<file path="src/rtl/audio_pkg.sv">
// rtl/audio_pkg.sv - shared types and sizes for the serial-audio receive path
package audio_pkg;

  localparam int SAMPLE_WIDTH  = 24;
  localparam int ERR_CNT_WIDTH = 8;

  typedef enum logic [1:0] {
    SYNC  = 2'd0,
    LEFT  = 2'd1,
    RIGHT = 2'd2
  } rx_state_t;

endpackage

</file>
<file path="src/rtl/serial_deserializer.sv">
// rtl/serial_deserializer.sv - MSB-first shift register with saturating bit count
module serial_deserializer #(
  parameter  int WIDTH = 24,
  localparam int CW    = $clog2(WIDTH + 1)
) (
  input  logic             clk,
  input  logic             clear,
  input  logic             load_first,
  input  logic             shift,
  input  logic             sd,
  output logic [WIDTH-1:0] word,
  output logic [CW-1:0]    count,
  output logic             full
);

  assign full = (count == CW'(WIDTH));

  // Bits arriving after the word is full are dropped; count sticks at WIDTH.
  always_ff @(posedge clk) begin
    if (clear) begin
      word  <= '0;
      count <= '0;
    end else if (load_first) begin
      word  <= {{(WIDTH-1){1'b0}}, sd};
      count <= CW'(1);
    end else if (shift && !full) begin
      word  <= {word[WIDTH-2:0], sd};
      count <= count + CW'(1);
    end
  end

endmodule

</file>
<file path="src/rtl/adc_receiver.sv">
// rtl/adc_receiver.sv - left-justified serial-audio receiver; ADC_RECEIVER_ERROR_COUNT_EN adds error_count
module adc_receiver
  import audio_pkg::*;
#(
  parameter int WIDTH = SAMPLE_WIDTH
) (
  input  logic             clk,
  input  logic             rst,
  input  logic             enable,
  input  logic             lrclk,
  input  logic             sd,
  output logic [WIDTH-1:0] left_data,
  output logic [WIDTH-1:0] right_data,
  output logic             valid,
  output logic             frame_error
`ifdef ADC_RECEIVER_ERROR_COUNT_EN
  ,
  output logic [ERR_CNT_WIDTH-1:0] error_count
`endif
);

  localparam int CW = $clog2(WIDTH + 1);

  rx_state_t        state, state_nxt;
  logic             lrclk_q, rise, fall, clear;
  logic             load_l, shift_l, load_r, shift_r, capture, err;
  logic [WIDTH-1:0] word_l, word_r;
  logic [CW-1:0]    count_l, count_r;
  logic             full_l, full_r;

  assign rise  = lrclk & ~lrclk_q;
  assign fall  = ~lrclk & lrclk_q;
  assign clear = rst | ~enable;

  // lrclk_q resets high so a line already high out of reset is not a rise.
  always_ff @(posedge clk) begin
    if (rst) lrclk_q <= 1'b1;
    else     lrclk_q <= lrclk;
  end

  always_ff @(posedge clk) begin
    if (clear) state <= SYNC;
    else       state <= state_nxt;
  end

  always_comb begin
    state_nxt = state;
    load_l    = 1'b0;
    shift_l   = 1'b0;
    load_r    = 1'b0;
    shift_r   = 1'b0;
    capture   = 1'b0;
    err       = 1'b0;
    case (state)
      SYNC: begin
        if (rise) begin
          load_l    = 1'b1;
          state_nxt = LEFT;
        end
      end
      LEFT: begin
        if (fall) begin
          if (count_l == CW'(WIDTH)) begin
            load_r    = 1'b1;
            state_nxt = RIGHT;
          end else begin
            err       = 1'b1;
            state_nxt = SYNC;
          end
        end else begin
          shift_l = ~full_l;
        end
      end
      RIGHT: begin
        // A rise always opens the next left word; it is an error only if the right word was short.
        if (rise) begin
          load_l    = 1'b1;
          err       = ~full_r;
          state_nxt = LEFT;
        end else begin
          shift_r = ~full_r;
          capture = (count_r == CW'(WIDTH - 1));
        end
      end
      default: state_nxt = SYNC;
    endcase
  end

  serial_deserializer #(.WIDTH(WIDTH)) u_left (
    .clk       (clk),
    .clear     (clear),
    .load_first(load_l),
    .shift     (shift_l),
    .sd        (sd),
    .word      (word_l),
    .count     (count_l),
    .full      (full_l)
  );

  serial_deserializer #(.WIDTH(WIDTH)) u_right (
    .clk       (clk),
    .clear     (clear),
    .load_first(load_r),
    .shift     (shift_r),
    .sd        (sd),
    .word      (word_r),
    .count     (count_r),
    .full      (full_r)
  );

  always_ff @(posedge clk) begin
    if (rst) begin
      left_data   <= '0;
      right_data  <= '0;
      valid       <= 1'b0;
      frame_error <= 1'b0;
    end else if (!enable) begin
      valid       <= 1'b0;
      frame_error <= 1'b0;
    end else begin
      valid       <= capture;
      frame_error <= err;
      if (capture) begin
        left_data  <= word_l;
        right_data <= (word_r << 1) | {{(WIDTH-1){1'b0}}, sd};
      end
    end
  end

`ifdef ADC_RECEIVER_ERROR_COUNT_EN
  always_ff @(posedge clk) begin
    if (rst)
      error_count <= '0;
    else if (frame_error && (error_count != {ERR_CNT_WIDTH{1'b1}}))
      error_count <= error_count + ERR_CNT_WIDTH'(1);
  end
`endif

endmodule

</file>
<file path="config.mk">
export PLATFORM = sky130hd
export DESIGN_NAME = adc_receiver
export DESIGN_NICKNAME = d
export VERILOG_FILES = /design/src/rtl/audio_pkg.sv /design/src/rtl/serial_deserializer.sv /design/src/rtl/adc_receiver.sv
export SDC_FILE = /design/constraint.sdc
export NUM_CORES = 1
export LEC_CHECK = 0
export ABC_CLOCK_PERIOD_IN_PS = 2300
export BUFFER_PORTS_ARGS = -buffer_cell sky130_fd_sc_hd__buf_2
export CAP_MARGIN = 10
export CORE_ASPECT_RATIO = 0.9
export CORE_MARGIN = 10
export CORE_UTILIZATION = 56
export DETAILED_ROUTE_END_ITERATION = 12
export PLACE_DENSITY_LB_ADDON = 0.08
export SYNTH_ARGS = -nofsm -noshare
export SYNTH_HDL_FRONTEND = slang
export SYNTH_SLANG_ARGS = --single-unit
</file>
<file path="constraint.sdc">
create_clock -name clk -period 2.3 [get_ports clk]
set_clock_uncertainty 0.15 [all_clocks]
set_input_delay 0.23 -clock clk [delete_from_list [all_inputs] [get_ports clk]]
set_output_delay 0.23 -clock clk [all_outputs]
set_load 0.02 [all_outputs]
</file>
==> results of run 1 <==
-- power by group through the flow --
stage | combinational [uW] | sequential (uW) | clock [uW]
2_1_floorplan | 46.3 | 1950 | 0
3_3_place_gp | 63.4 | 1950 | 0
3_5_place_dp | 64.1 | 1950 | 0
4_1_cts | 66.8 | 1910 | 1120
5_1_grt | 73.3 | 1910 | 1200
6_report | 66.6 | 1910 | 1080
-- area by class of cell --
type,count,share of cell area
flip-flops and latches,110,0.4766
multi-input cells,357,0.3683
repair buffers,69,0.08394
clock buffers,13,0.03439
well taps,93,0.02518
clock inverters,3,0.005957
inverters,7,0.005686
-- worst reg2reg max path, cell delays in order (launching register included) --
cell,delay (ns)
dfxtp_1,0.36
inv_1,0.10
ha_1,0.27
nand2_1,0.16
or3_2,0.50
buf_4,0.26
nand2_1,0.14
a21oi_1,0.06
-- worst paths after layout --
check | startpoint | endpoint | cells past startpoint
hold reg to reg | right_data[13] | right_data[13] | 2
setup / recovery | state[0] | right_data[1] | 7
hold / removal | enable | u_left.count[0] | 3
setup reg to reg | state[0] | right_data[1] | 7
-- cells by family after synthesis --
family,Yosys count
simple gates,236
flops,110
compound gates,105
buf+inv,41
xor+xnor,8
fa+ha+maj,8
-- state kept, by name, indices dropped and copies added, names as in the netlist --
name,cells
left_data,24
right_data,24
u_left.word,24
u_right.word,23
u_left.count,5
u_right.count,5
state,2
frame_error,1
lrclk_q,1
valid,1
-- metrics by stage --
stage / hold slack [ns] / instances / power (uW) / area [sq um] / worst slack [ns]
2_1_floorplan: 0.1866 / 508 / 1997 / 4091 / 0.4588
3_3_place_gp: 0.2886 / 634 / 2015 / 4414 / 0.2639
3_5_place_dp: 0.2941 / 634 / 2016 / 4414 / 0.2169
4_1_cts: 0.06648 / 652 / 3093 / 4621 / 0.2114
5_1_grt: 0.08685 / 652 / 3178 / 4621 / 0.06495
6_report: 0.09311 / 652 / 3052 / 4621 / 0.1834
-- routing by layer --
| metal | global-route usage | vias up | share of wire |
|---|---|---|---|
| met4 | 0.03554 | 0 | 0.0035 |
| li1 | - | 1730 | - |
| met1 | 0.1971 | 1553 | 0.47 |
| met2 | 0.2579 | 43 | 0.48 |
| met5 | 0 | - | 0 |
| met3 | 0.05818 | 2 | 0.055 |
-- what timing repair did --
action | CTS | global route
hold buffers | 2 | 0
setup buffers | 0 | 0
hold endpoints to repair | 2 | 0
-- synthesized netlist by cell type (2+ instances only) --
master      n
or2_2       2
clkbuf_1   17
a41o_1      2
and2_1      2
buf_4       5
nand3_1     3
nand4b_1    2
nand4_1     4
buf_2      10
nand2_1   198
a21oi_1   100
nand2b_1    3
xnor2_1     4
nor2_1      9
and3_1      3
nor3_1      2
xor2_1      4
inv_1       7
dfxtp_1   110
or3_1       2
ha_1        8
==> impl_metrics.csv, run 1 <==
group,metric,value,unit
synthesis,syn_inst,508,
sta,final_max_slew_viol_count,0,
grt,grt_pass1_wl,14.39,mm
clocking,htree_levels,3,
synthesis,synth_ff_type,"dfxtp_1",
sta,tightestPinTransition,0.5296,ns
clocking,cts-resized-gates,0,
synthesis,synth_enable_flop_cells,0,
synthesis,muxShareOfSynthArea,0,
synthesis,synth_fp_nets,521,
setup_path,r2r_slack,0.18,ns
synthesis,synth.distinct_cells,32,
floorplanning,initial_core_util,0.5782,
synthesis,synthAdderAreaFrac,0.02446,
route,drt_iter0_markers,133,
pwr,ir_drop,0.0004880,V
synthesis,seq_area_frac_synth,0.5382,
pwr,power.density,660.4,nW/um^2
synthesis,synth-compound-area-share,0.1330,
setup_path,path_cells,"inv_1 -> ha_1 -> nand2_1 -> or3_2 -> buf_4 -> nand2_1 -> a21oi_1",
place,port_buffers,54,
setup_path,cpMostUsedCell,"nand2_1",
synthesis,yosys.area.top_type_share,0.5382,
floorplanning,die_y,101.1,um
finish,syn_to_final_growth,12.94,%
finish,antenna_cells,0,
route,wl_per_cell,13.00,um
finish,drive_gt1_frac,0.1574,
clocking,worst_skew_pair.late_latency,0.36,ns
synthesis,syn_area_per_cell,8.054,sq um
pwr,p_clk_frac,0.353,
sta,max_slew_margin,0.6469,
clocking,clock_sinks,110,
route,wirelength,8.479,mm
run,max_cap_viol_count,0,
setup_path,worstSetupEndpointType,"flop",
min_path,holdCritPathClass,"in2reg",
pwr,power.switching,664.4,uW
floorplanning,die-area,11130,sq um
clocking,numCtsBuffers,9,
route,drtPass1Iterations,4,
synthesis,synth_top_family_by_area,"simple AND/OR/NAND/NOR gates",
synthesis,yosysTopAreaCell,"dfxtp_1",
clocking,root_buffer,"clkbuf_8",
pwr,leakage,0.001671,uW
setup_path,start_kind,"flop",
route,ant_nets,0,
route,drc,0,
pwr,combPwrFrac,0.022,
route,vias,3328,
synthesis,synthTopCellsByArea,"dfxtp_1 54%, nand2_1 18%, a21oi_1 12%",
finish,register_area,2202,sq um
pwr,seqPwrFrac,0.625,
finish,multi_input_area,1702,sq um
clocking,clkSlewWorstSetupHoldPaths,0.09,ns
finish,layout_commonest_cell,"nand2_1",
grt,grt_antenna_before_repair,0,
synthesis,synth_xor_area_frac,0.01713,
sta,finalHoldViolCount,0,
floorplanning,die_w,110.1,um
setup_path,max_stage_delay,0.50,ns
place,dp_hpwl,5.837,mm
pwr,p_int,2387,uW
grt,grt_pass1_vias,3094,
grt,grt_max_degree,52,
floorplanning,boundaryPins,55,
finish,nFillCells,674,
route,via_per_inst,5.104,
sta,setup_tns,0,ns
finish,fin_nets,567,
synthesis,async_flop_share,0,
sta,setup_viol,0,
finish,final_util,0.6531,
finish,final_cell_mix,"198 x nand2_1, 110 x dfxtp_1, 100 x a21oi_1, 54 x buf_2, 13 x buf_4",
clocking,clock_path_buffers,2,
clocking,cts_tree,"yes",
setup_path,critPathMaxFanout,33,
sta,period_share,0.9203,
sta,rsz0062_at_grt,"no",
pwr,switching_share,0.2177,
setup_path,worstPathArrival,2.19,ns
setup_path,slowest_stage,"or3_2",
grt,grt_overflow,0,
synthesis,yosysWarningCount,0,
run_status,outcome,"completed",
floorplanning,core,7076,sq um
setup_path,cp_num_buf_inv,2,
setup_path,required,2.38,ns
sta,fmax,472.5,MHz
synthesis,ys_ff_latch,110,
place,gp_congestion,0.8296,
setup_path,cp_top_family,"simple AND/OR/NAND/NOR gates",
setup_path,critical_path_class,"reg2reg",
synthesis,syn-cell-area,4091,sq um
floorplanning,fp-row-count,29,
grt,grt_use_total,0.1591,
synthesis,yosys.area_share.simple,0.2398,
sta,fin_crit,2.117,ns
No activity file was read; power rests on OpenSTA's default activity.
==> run 2, diff against run 1 <==
- ABC_AREA: unset -> 1
- ABC_CLOCK_PERIOD_IN_PS: 2300 -> 2100
- CORE_UTILIZATION: 56 -> 57
- clock period: 2.3 -> 2.1 ns (I/O delays scaled with it)
==> run 2 against run 1 <==
Flip-flop and latch count unchanged. Cell count up 6.1%. Largest cell class unchanged. Synthesized area up 3.1%. Sequential share of layout area down 1.2 points. Routed wire length up 2.0%. Highest routed layer unchanged. Global-route usage down 0.29 points. Power up 18%. Non-clock buffer count down 3. Register-to-register slack better by 0.12 ns.
==> impl_metrics.csv, run 2 <==
group,metric,value,unit
sta,final_max_slew_viol_count,0,
finish,drive_gt1_frac,0.1503,
grt,grt_antenna_before_repair,0,
route,wirelength,8.646,mm
synthesis,syn_area_per_cell,7.694,sq um
sta,period_share,0.8569,
clocking,clock_path_buffers,2,
grt,grt_pass1_vias,3180,
synthesis,async_flop_share,0,
clocking,root_buffer,"clkbuf_8",
setup_path,start_kind,"input pin",
route,ant_nets,0,
pwr,seqPwrFrac,0.583,
place,gp_congestion,0.7756,
place,dp_cells,674,
route,via_per_inst,4.967,
route,drtPass1Iterations,4,
route,wl_per_cell,12.49,um
clocking,clkSlewWorstSetupHoldPaths,0.10,ns
place,port_buffers,54,
place,dp_hpwl,5.796,mm
finish,layout_commonest_cell,"nand2_1",
synthesis,synth.most_common_cell,"nand2_1",
synthesis,synth_ff_type,"dfxtp_1",
synthesis,ys_ff_latch,110,
sta,tightestPinTransition,0.5005,ns
synthesis,synth_common_cells,"133 x nand2_1, 110 x dfxtp_1, 110 x nor2_1",
setup_path,worstPathArrival,1.94,ns
sta,setup_tns,0,ns
run_status,outcome,"completed",
finish,stdcell_area,4738,sq um
route,drc,0,
grt,grt_max_degree,50,
synthesis,yosys.area.top_type_share,0.5223,
sta,setup_viol,0,
clocking,htree_levels,3,
sta,max_slew_margin,0.6652,
finish,fin_nets,608,
finish,antenna_cells,0,
finish,final_cell_mix,"133 x nand2_1, 110 x nor2_1, 110 x dfxtp_1, 60 x a21oi_1, 54 x buf_2",
route,vias,3437,
pwr,power.density,756.9,nW/um^2
floorplanning,core,7112,sq um
pwr,combPwrFrac,0.032,
sta,rsz0062_at_grt,"no",
setup_path,required,2.24,ns
floorplanning,die-area,11240,sq um
synthesis,yosysTopAreaCell,"dfxtp_1",
pwr,power.switching,788.1,uW
floorplanning,boundaryPins,55,
place,place_area,4489,sq um
synthesis,synth_enable_flop_cells,0,
setup_path,critical_path_class,"in2reg",
synthesis,syn-cell-area,4217,sq um
synthesis,yosysWarningCount,0,
pwr,p_clk_frac,0.385,
synthesis,seq_area_frac_synth,0.5223,
clocking,cts_tree,"yes",
finish,top_regs,"left_data (24), right_data (24), u_left.word (24)",
synthesis,synth_fp_nets,561,
run,max_cap_viol_count,0,
finish,layout.cells.non_filler,692,
grt,grt_use_total,0.1562,
synthesis,synthTopCellsByArea,"dfxtp_1 52%, nand2_1 12%, nor2_1 9.8%",
pwr,leakage,0.001875,uW
clocking,worst_skew_pair.late_latency,0.36,ns
pwr,ir_drop,0.0004403,V
pwr,switching_share,0.2198,
setup_path,critPathMaxFanout,26,
min_path,holdCritPathClass,"in2reg",
grt,grt_pass1_wl,15.06,mm
synthesis,syn_inst,548,
finish,syn_to_final_growth,12.37,%
sta,fin_crit,1.800,ns
floorplanning,die_y,101.6,um
grt,grt_overflow,0,
sta,fmax,555.7,MHz
synthesis,synth.distinct_cells,22,
sta,finalHoldViolCount,0,
route,drt_iter0_markers,171,
clocking,numCtsBuffers,9,
pwr,p_int,2798,uW
floorplanning,die_w,110.7,um
clocking,clock_sinks,110,
floorplanning,initial_core_util,0.5929,
floorplanning,fp-row-count,29,
setup_path,worstSetupEndpointType,"flop",
[run 2: changes by cell type in the layout (fill, tap and decap cells not counted), moves of 4 or more]
cell	delta
xnor2_1	-4
inv_2	+5
nor2_1	+101
nand2_1	-65
inv_1	+11
nand3_1	+5
buf_4	-6
a21oi_1	-40
o21ai_0	+51
[run 2: logic make-up (layout without fill, tap and decap cells)]
family          Yosys count  in the layout  share of synthesized area
simple gates            261            261                     0.2424
compound gates          114            114                     0.1380
xor+xnor                  2              2                   0.004155
flops                   110            110                     0.5223
fa+ha+maj                 8              8                    0.02374
buf+inv                  53            104                    0.06944
[run 2: worst max-delay path, cell delays in order]
cell and delay, ns:
dlygate4sd3_1 0.53, buf_2 0.13, inv_1 0.13, nand2_1 0.15
inv_1 0.21, nand2_2 0.34, a21oi_1 0.25
[run 2: power groups by stage]
stage	Sequential [uW]	Combinational, uW	Clock [uW]
final	2090	114	1380
after global routing	2090	131	1490
after CTS	2090	114	1420
after detailed placement	2140	110	0
after global placement	2140	109	0
after floorplan	2140	86.9	0
[run 2: routing by layer]
| metal | part of all wire | global-route usage |
|---|---|---|
| met5 | 0 | 0 |
| met4 | 0.0093 | 0.04500 |
| met3 | 0.046 | 0.04019 |
| met2 | 0.44 | 0.2491 |
| met1 | 0.50 | 0.2053 |
[run 2: path summary, 6_finish.rpt]
| check | startpoint | to | slack, ns | depth (start not counted) |
|---|---|---|---|---|
| max | rst | u_right.word[12] | 0.30 | 7 |
| min | enable | state[0] | 0.06 | 3 |
| max reg2reg | u_left.count[0] | u_right.word[12] | 0.30 | 7 |
| min reg2reg | u_left.word[23] | u_left.word[23] | 0.32 | 2 |
[run 2: timing repair]
action | CTS | global route
setup buffers | 0 | 0
gates resized for setup | 0 | 0
hold buffers | 3 | 0
hold endpoints to repair | 4 | 0
setup endpoints to repair | 0 | 0
[run 2: layout make-up]
| cell class | count | area, sq um |
|---|---|---|
| Tap cell | 93 | 116.4 |
| Inverter | 23 | 86.33 |
| Timing Repair Buffer | 66 | 392.9 |
| Clock buffer | 9 | 123.9 |
| Multi-Input combinational cell | 385 | 1722 |
| Clock inverter | 6 | 95.09 |
| Fill cell | 661 | 2374 |
| Sequential cell | 110 | 2202 |
[run 2: per-stage QoR]
stage                       util  power, uW  worst slack, ns  hold slack [ns]
final                     0.6663       3586           0.3005          0.05648
after global routing      0.6663       3718          0.05420          0.05422
after CTS                 0.6663       3624           0.2905          0.03434
after detailed placement  0.6312       2250           0.3156           0.2433
after global placement    0.6312       2250           0.3434           0.2406
after floorplan                -       2226           0.5271           0.1324
